`src/rtl/regfile_pkg.sv`:
```
// regfile_pkg
// Shared definitions for the multi-read-port register file.
//   rf_state_t : CLEAR (zeroing the array after reset) / RUN (normal operation)
//   RF_XLEN, RF_NREGS, RF_NRD : default parameter values for regfile_mp
package regfile_pkg;

    typedef enum logic {
        RF_CLEAR = 1'b0,
        RF_RUN   = 1'b1
    } rf_state_t;

    localparam int RF_XLEN  = 32;
    localparam int RF_NREGS = 32;
    localparam int RF_NRD   = 2;

endpackage

```
`src/rtl/regfile_scoreboard.sv`:
```
// regfile_scoreboard
// Pending-write scoreboard: one bit per register, set when a producer is
// issued, cleared when its result is written back.
// Ports:
//   i_clk, i_rst          clock, synchronous active-high reset (clears all bits)
//   i_set_en/i_set_addr   mark a register pending
//   i_clr_en/i_clr_addr   mark a register resolved
//   i_lookup_addr         NRD packed lookup addresses
//   o_lookup_busy         NRD pending bits, combinational from registered state
// Set beats clear on the same address: the newer producer is still outstanding.
module regfile_scoreboard #(
    parameter int NREGS = 32,
    parameter int NRD   = 2
) (
    input  logic                           i_clk,
    input  logic                           i_rst,
    input  logic                           i_set_en,
    input  logic [$clog2(NREGS)-1:0]       i_set_addr,
    input  logic                           i_clr_en,
    input  logic [$clog2(NREGS)-1:0]       i_clr_addr,
    input  logic [NRD*$clog2(NREGS)-1:0]   i_lookup_addr,
    output logic [NRD-1:0]                 o_lookup_busy
);
    localparam int AW = $clog2(NREGS);

    logic [NREGS-1:0] pending_reg;
    logic [NREGS-1:0] pending_next;

    always_comb begin
        pending_next = pending_reg;
        if (i_clr_en) begin
            pending_next[i_clr_addr] = 1'b0;
        end
        // Applied after the clear so that it takes priority.
        if (i_set_en) begin
            pending_next[i_set_addr] = 1'b1;
        end
    end

    always_ff @(posedge i_clk) begin
        if (i_rst) begin
            pending_reg <= '0;
        end else begin
            pending_reg <= pending_next;
        end
    end

    genvar gi;
    generate
        for (gi = 0; gi < NRD; gi++) begin : g_lookup
            assign o_lookup_busy[gi] = pending_reg[i_lookup_addr[gi*AW +: AW]];
        end
    endgenerate

endmodule

```
`src/rtl/regfile_mp.sv`:
```
// regfile_mp
// Parametrised NRD-read / 1-write integer register file with pending-write
// scoreboard and a self-clearing sequence after reset.
// Ports:
//   i_clk, i_rst                 clock, synchronous active-high reset
//   o_ready                      high once every register has been zeroed
//   i_rd_en/i_rd_addr/i_rd_data  write port (clears the pending bit)
//   i_alloc_en/i_alloc_addr      mark a register pending (producer issued)
//   i_rs_addr                    NRD packed read addresses
//   o_rs_data/o_rs_busy          NRD read data and pending bits, combinational
//   d_regs_out                   debug view of the whole array
// Optional build macro REGFILE_BYPASS_EN: a read of the address being written
// this cycle returns the write data, with busy taken from a same-cycle alloc.
module regfile_mp
    import regfile_pkg::*;
#(
    parameter int XLEN     = RF_XLEN,
    parameter int NREGS    = RF_NREGS,
    parameter int NRD      = RF_NRD,
    parameter int ZERO_REG = 1
) (
    input  logic                          i_clk,
    input  logic                          i_rst,
    output logic                          o_ready,
    input  logic                          i_rd_en,
    input  logic [$clog2(NREGS)-1:0]      i_rd_addr,
    input  logic [XLEN-1:0]               i_rd_data,
    input  logic                          i_alloc_en,
    input  logic [$clog2(NREGS)-1:0]      i_alloc_addr,
    input  logic [NRD*$clog2(NREGS)-1:0]  i_rs_addr,
    output logic [NRD*XLEN-1:0]           o_rs_data,
    output logic [NRD-1:0]                o_rs_busy,
    output logic [NREGS*XLEN-1:0]         d_regs_out
);
    localparam int AW = $clog2(NREGS);
    localparam logic [AW-1:0] LAST_IDX = AW'(NREGS - 1);

    rf_state_t       state_reg;
    logic [AW-1:0]   idx_reg;
    logic            ready_reg;
    logic [XLEN-1:0] regs_reg [NREGS];

    logic            run_active;
    logic            wr_eff;
    logic            alloc_eff;
    logic [NRD-1:0]  sb_busy;

    // Outputs are forced quiet while reset is asserted, not only from the
    // edge after it, so the read ports never leak stale contents under reset.
    assign run_active = (state_reg == RF_RUN) && !i_rst;
    assign wr_eff     = run_active && i_rd_en
                        && !((ZERO_REG != 0) && (i_rd_addr == '0));
    assign alloc_eff  = run_active && i_alloc_en
                        && !((ZERO_REG != 0) && (i_alloc_addr == '0));
    assign o_ready    = ready_reg;

    // Clear sequencer: one register zeroed per edge, then RUN.
    always_ff @(posedge i_clk) begin
        if (i_rst) begin
            state_reg <= RF_CLEAR;
            idx_reg   <= '0;
            ready_reg <= 1'b0;
        end else begin
            case (state_reg)
                RF_CLEAR: begin
                    idx_reg <= idx_reg + 1'b1;
                    if (idx_reg == LAST_IDX) begin
                        state_reg <= RF_RUN;
                        ready_reg <= 1'b1;
                    end
                end
                RF_RUN: begin
                    ready_reg <= 1'b1;
                end
                default: begin
                    state_reg <= RF_CLEAR;
                    idx_reg   <= '0;
                    ready_reg <= 1'b0;
                end
            endcase
        end
    end

    // Array has no reset: contents are established by the clear sequence.
    always_ff @(posedge i_clk) begin
        if (!i_rst) begin
            if (state_reg == RF_CLEAR) begin
                regs_reg[idx_reg] <= '0;
            end else if (wr_eff) begin
                regs_reg[i_rd_addr] <= i_rd_data;
            end
        end
    end

    regfile_scoreboard #(
        .NREGS (NREGS),
        .NRD   (NRD)
    ) u_scoreboard (
        .i_clk         (i_clk),
        .i_rst         (i_rst),
        .i_set_en      (alloc_eff),
        .i_set_addr    (i_alloc_addr),
        .i_clr_en      (wr_eff),
        .i_clr_addr    (i_rd_addr),
        .i_lookup_addr (i_rs_addr),
        .o_lookup_busy (sb_busy)
    );

    genvar gi;
    generate
        for (gi = 0; gi < NRD; gi++) begin : g_read
            logic [AW-1:0] ra;
            logic          zero_hit;
            assign ra       = i_rs_addr[gi*AW +: AW];
            assign zero_hit = (ZERO_REG != 0) && (ra == '0);
`ifdef REGFILE_BYPASS_EN
            logic byp_hit;
            // wr_eff already excludes hardwired-zero writes, so they never forward.
            assign byp_hit = wr_eff && (ra == i_rd_addr);
            assign o_rs_data[gi*XLEN +: XLEN] =
                (!run_active || zero_hit) ? '0 :
                byp_hit                   ? i_rd_data :
                                            regs_reg[ra];
            assign o_rs_busy[gi] =
                !run_active ? 1'b0 :
                byp_hit     ? (alloc_eff && (i_alloc_addr == ra)) :
                              sb_busy[gi];
`else
            assign o_rs_data[gi*XLEN +: XLEN] =
                (!run_active || zero_hit) ? '0 : regs_reg[ra];
            assign o_rs_busy[gi] = run_active && sb_busy[gi];
`endif
        end

        for (gi = 0; gi < NREGS; gi++) begin : g_debug
            assign d_regs_out[gi*XLEN +: XLEN] = regs_reg[gi];
        end
    endgenerate

endmodule

```
`config.mk`:
```
export PLATFORM = sky130hd
export DESIGN_NAME = regfile_mp
export DESIGN_NICKNAME = d
export VERILOG_FILES = /design/src/rtl/regfile_pkg.sv /design/src/rtl/regfile_scoreboard.sv /design/src/rtl/regfile_mp.sv
export SDC_FILE = /design/constraint.sdc
export NUM_CORES = 1
export LEC_CHECK = 0
export BUFFER_PORTS_ARGS = -buffer_cell sky130_fd_sc_hd__buf_2
export CORE_AREA = 4 4 448 450
export DETAILED_ROUTE_END_ITERATION = 12
export DIE_AREA = 0 0 452 454
export GPL_ROUTABILITY_DRIVEN = 0
export PLACE_DENSITY = 0.44
export SYNTH_ARGS = -nofsm -noshare
export SYNTH_HDL_FRONTEND = slang
export SYNTH_SLANG_ARGS = --single-unit
```
`constraint.sdc`:
```
create_clock -name i_clk -period 3 [get_ports i_clk]
set_input_delay 0.15 -clock i_clk [delete_from_list [all_inputs] [get_ports i_clk]]
set_output_delay 0.15 -clock i_clk [all_outputs]
set_load 0.1 [all_outputs]
```
# Word-level counts from Yosys, hierarchy flattened
# Memory sizes are Yosys's and may differ from the RTL's.
# Cells that the tools add are included.
[totals] reg_bits=39 memories=1 ramBits=1024 wordCells=64 inputBits=56
[memory_table] name="regs_reg" depth=32 word_bits=32 read_ports=34 rd_ports_with_merged_regs=0 write_ports=1 line_no="regfile_mp.sv:41" source="logic [XLEN-1:0] regs_reg [NREGS];"
[classes] addsub=1 reduce_logical=20 n_lt_le_gt_ge=6 mux=26 eq_ne=2 n_bitwise=4
[op_table] operator="$mux 32" count=5
[op_table] operator="$and 32x32->32" count=1
[op_table] operator="$not 32->32" count=1
[op_table] operator="$or 32x32->32" count=1
[op_table] operator="$reduce_or 32->1" count=1
[op_table] operator="$lt 5x6->1 const B" count=4
[op_table] operator="$logic_not 5->1" count=4
[op_table] operator="$mux 1" count=15
[op_table] operator="$bmux 1 s5" count=2
[op_table] operator="$demux 1 s5" count=2
[op_table] operator="$ge 5x1->1 const B" count=2
[op_table] operator="$logic_and 1x1->1" count=9
[op_table] operator="$add 5x1->5 const B" count=1
[op_table] operator="$eq 5x5->1 const B" count=1
[op_table] operator="$mux 5" count=1
[op_table] operator="$logic_not 1->1" count=4
[op_table] operator="$logic_or 1x1->1" count=2
[op_table] operator="$ne 2x2->1 const B" count=1
[op_table] operator="$pmux 1 s2" count=1
[op_table] operator="$not 1->1" count=1

# Longest topological paths before layout
[logic_depth] word_depth=10 ltp_mapped=7 ltp_nobuf=5

# Modules after synthesis
# From an unflattened synthesis, not the netlist that was laid out.
[hier_totals] hier_cells=3050 area_unflattened_um2=50915.1
[modules_own_cells] module="regfile_mp" area_per_inst_um2=48978.2 cells_each=2807 instances=1
[modules_own_cells] module="regfile_scoreboard" area_per_inst_um2=1936.9 cells_each=243 instances=1

# Least setup slack after synthesis
# OpenSTA, ideal clock, no wires.
[synth_path] kind="flip-flop to flip-flop" start="reg state_reg" end="mem regs_reg[1][0] (netlist name), enable pin" arrival_time_ns=2.719 setup_slack_ns=-0.140 path_buffers=2 required_ns=2.579 stages_incl_launch_ff=7 path_cell_list="dfxtp_1 -> buf_2 -> buf_2 -> nor3b_1 -> nor2_1 -> o32a_1 -> nor2_1"
[synth_via] elab_chain_len=9
[synth_rtl] item="from (decl)" line_no="regfile_mp.sv:38" source="rf_state_t state_reg;"
[synth_rtl] item="from (signal assigned)" line_no="regfile_mp.sv:60" source="state_reg <= RF_CLEAR;"
[synth_rtl] item="from (signal assigned)" line_no="regfile_mp.sv:68" source="state_reg <= RF_RUN;"
[synth_rtl] item="from (signal assigned)" line_no="regfile_mp.sv:76" source="state_reg <= RF_CLEAR;"
[synth_rtl] item="$logic_and 1x1->1" line_no="regfile_mp.sv:50" source="assign run_active = (state_reg == RF_RUN) && !i_rst;"
[synth_rtl] item="$logic_and 1x1->1" line_no="regfile_mp.sv:51" source="assign wr_eff = run_active && i_rd_en"
[synth_rtl] item="$logic_and 1x1->1" line_no="regfile_mp.sv:52" source="&& !((ZERO_REG != 0) && (i_rd_addr == '0));"
[synth_rtl] item="$mux 1" line_no="regfile_mp.sv:89" source="end else if (wr_eff) begin"
[synth_rtl] item="$mux 1" line_no="regfile_mp.sv:87" source="if (state_reg == RF_CLEAR) begin"
[synth_rtl] item="$mux 1" line_no="regfile_mp.sv:86" source="if (!i_rst) begin"
[synth_rtl] item="$mux 1 (implied by the code)" line_no="regfile_mp.sv:90" source="regs_reg[i_rd_addr] <= i_rd_data;"
[synth_rtl] item="$reduce_or 32->1 (no source line)"
[synth_rtl] item="$mux 5 (no source line) or $mux 1 (tied branches)"
[synth_rtl] item="to (decl)" line_no="regfile_mp.sv:41"
# Parallel ways exist; a longest one is shown, timed or not.

==> out/results.ini <==
[status]
outcome = finished, final reports clean

[job]
drv_cap = 0

[drt]
wl_per_cell_um = 40.1
first_iter_violations = 4213
final_antenna_net_count = 0
drc_errors = 0
via_per_inst = 5.29
totalWireLength_um = 267000
vias = 35200
drtPass1Iterations = 5

[pwr]
leakage_nw = 21.9
p_per_area_nw_per_um2 = 515
peakVddDrop_v = 0.000362

[synth]
netlist_area_um2 = 50000
seq_area_frac_synth_pct = 63.0
yosys-top-cells-area = edfxtp_1 61%, mux4_2 24%, mux2i_1 5.4%
synth-edff-count = 1024
synth_nets = 2537
synth.avg_cell_area_um2 = 20.2
synthArstFlopShare_pct = 0
yosys.area.top_type = edfxtp_1
synth_cell_types = 51
synth_seq_cells = 1063
yosysWarnings = 0
synth.top_cell.area_share_pct = 61.5
synthFlopType = edfxtp_1
synthCells = 2479

[hold_path]
holdCritStartpoint = i_rd_data[23]
hold_class = in -> reg

[die]
start_util_pct = 25.4
rows = 163
core_region_area_um2 = 197000
die-area_um2 = 205000
pin_count = 1147
die_y_um = 454
die_x_um = 452

[clock_tree]
clk_latency_ps = 810
numCtsBuffers = 130
cts.path.max_buffers = 3
cts_max_level = 4
cts.clk_slew.worst_paths_ps = 60
cts.sinks = 1063
cts_tree = yes
cts_root_buffer = clkbuf_16

[worst_setup_path]
cp-startpoint = regs_reg[12][11]
r2r_start = state_reg
crit_family = multiplexers
arrival_ps = 2840
crit_slowest_cell = mux4_2
crit_path_start_kind = flop
critPathBufInv = 1
cpPeakStageDelay_ps = 480
worst_ep_required_time_ps = 2850
cp_max_fo = 3
path_cells = mux4_2, mux2i_1, o22a_1, o221ai_2, buf_12
end_kind = output pin
path_class = reg -> out

[sta]
setup_viol = 0
slew_viol_final = 0
timing.fmax_ghz = 0.335
skew_ps = 31.6
tns_ps = 0
rsz0062_at_grt = true
final.period_utilization_pct = 99.7
layout_min_cycle_time_ps = 2990
slew_headroom_pct = 22.6
hold_violations = 0
tightest_slew_ps = 1130

[finish]
largest_reg_flops = 1024
fin_nets = 3951
finish.instance_area_um2 = 68400
layout_commonest_cell = buf_2
final_cell_mix = 1074 x buf_2, 1024 x edfxtp_1, 528 x mux4_2
syn_to_final_growth_pct = 36.7
fill_cells = 18900
drive_gt1_share_pct = 58.5

[place]
place_area_um2 = 62700
hpwl_um = 192000
io_buffer_count = 1146

[global_routing]
grt_pass1_wl_um = 345000
antenna_found_initial = 20
grt_max_degree = 57
grt_pass1_vias = 35000
globalRouteTotalUtil_pct = 25.1
grt_overflow = 0

[timing repair]
item	4_1_cts	5_1_grt
pin swaps	6	7
setup endpoints to repair	64	36
gates resized for setup	98	29
cloned	4	1
hold endpoints to repair	480	0
buffers inserted	21	9
hold buffers	46	0
[stage by stage]
stage                     power [W]  cells  setup WS (ps)  utilization [%]  hold slack [ps]
after CTS                    0.0355   6631          -29.1             34.7             3.91
after floorplan              0.0184   2479           -140                -              251
after detailed placement     0.0193   6321          -4.50             31.9              465
after global placement       0.0193   6321           13.3             31.9              471
after global routing         0.0362   6645          -20.4             34.8             44.3
final                        0.0352   6656           10.5             34.8             78.5
[cell usage after synthesis (9+ instances only)]
library cell and number:
nor2b_1 18, mux2i_1 268, nand2_1 22, edfxtp_1 1024, mux4_2 528, inv_1 10
nand3_1 10, dfxtp_1 39, nor2_1 65, buf_6 29, nand2b_1 9, o22a_1 66
buf_2 84, o221ai_1 64, and2_1 32, buf_4 23, o21ai_0 31, clkbuf_1 51
a21oi_1 20
[report_power, final]
group,internal [W],leakage (nW),total (W),switching (W)
Clock,0.00936,2.10,0.0161,0.00677
Combinational,0.00105,11.4,0.00283,0.00178
Sequential,0.0161,8.40,0.0162,0.0000967
[worst paths after layout]
check,endpoint,slack (ps),cells after the start
hold / removal,regs_reg[18][23],80,3
setup reg to reg,u_scoreboard.pending_reg[15],320,7
setup / recovery,o_rs_data[11],10,5
hold reg to reg,u_scoreboard.pending_reg[0],480,1
[cell type report]
| cell class | instances | area, um^2 | area share (%) |
|---|---|---|---|
| multi-input cells | 1212 | 18500 | 27.0 |
| inverters | 10 | 37.5 | 0.0549 |
| flip-flops and latches | 1063 | 31500 | 46.1 |
| well taps | 2640 | 3300 | 4.83 |
| diodes | 16 | 40.0 | 0.0586 |
| repair buffers | 1476 | 10700 | 15.6 |
| clock inverters | 82 | 806 | 1.18 |
| clock buffers | 157 | 3480 | 5.09 |
[worst reg2reg max path: cells and delay by family, from the launching register on]
| kind | cells | cell delay (ps) |
|---|---|---|
| and+or+nand+nor | 3 | 860 |
| DFF | 1 | 340 |
| buffers and inverters | 3 | 1300 |
| AOI/OAI and AO/OA | 1 | 130 |
[kinds of logic after synthesis]
| logic type | synth area share (%) |
|---|---|
| DFF | 63.0 |
| buffers and inverters | 2.35 |
| adders and majority gates | 0.0500 |
| and+or+nand+nor | 2.05 |
| AOI/OAI and AO/OA | 3.31 |
| muxes | 29.1 |
| xor gates and xnor gates | 0.0525 |
[metal layers]
metal / share of wire (%) / global-route usage, % / up-vias
li1: - / - / 13700
met5: 0.0049 / 0 / -
met3: 8.8 / 6.95 / 371
met2: 48 / 41.2 / 1942
met4: 4.2 / 9.59 / 2
met1: 39 / 31.6 / 19200
(Power assumes the default switching activity.)
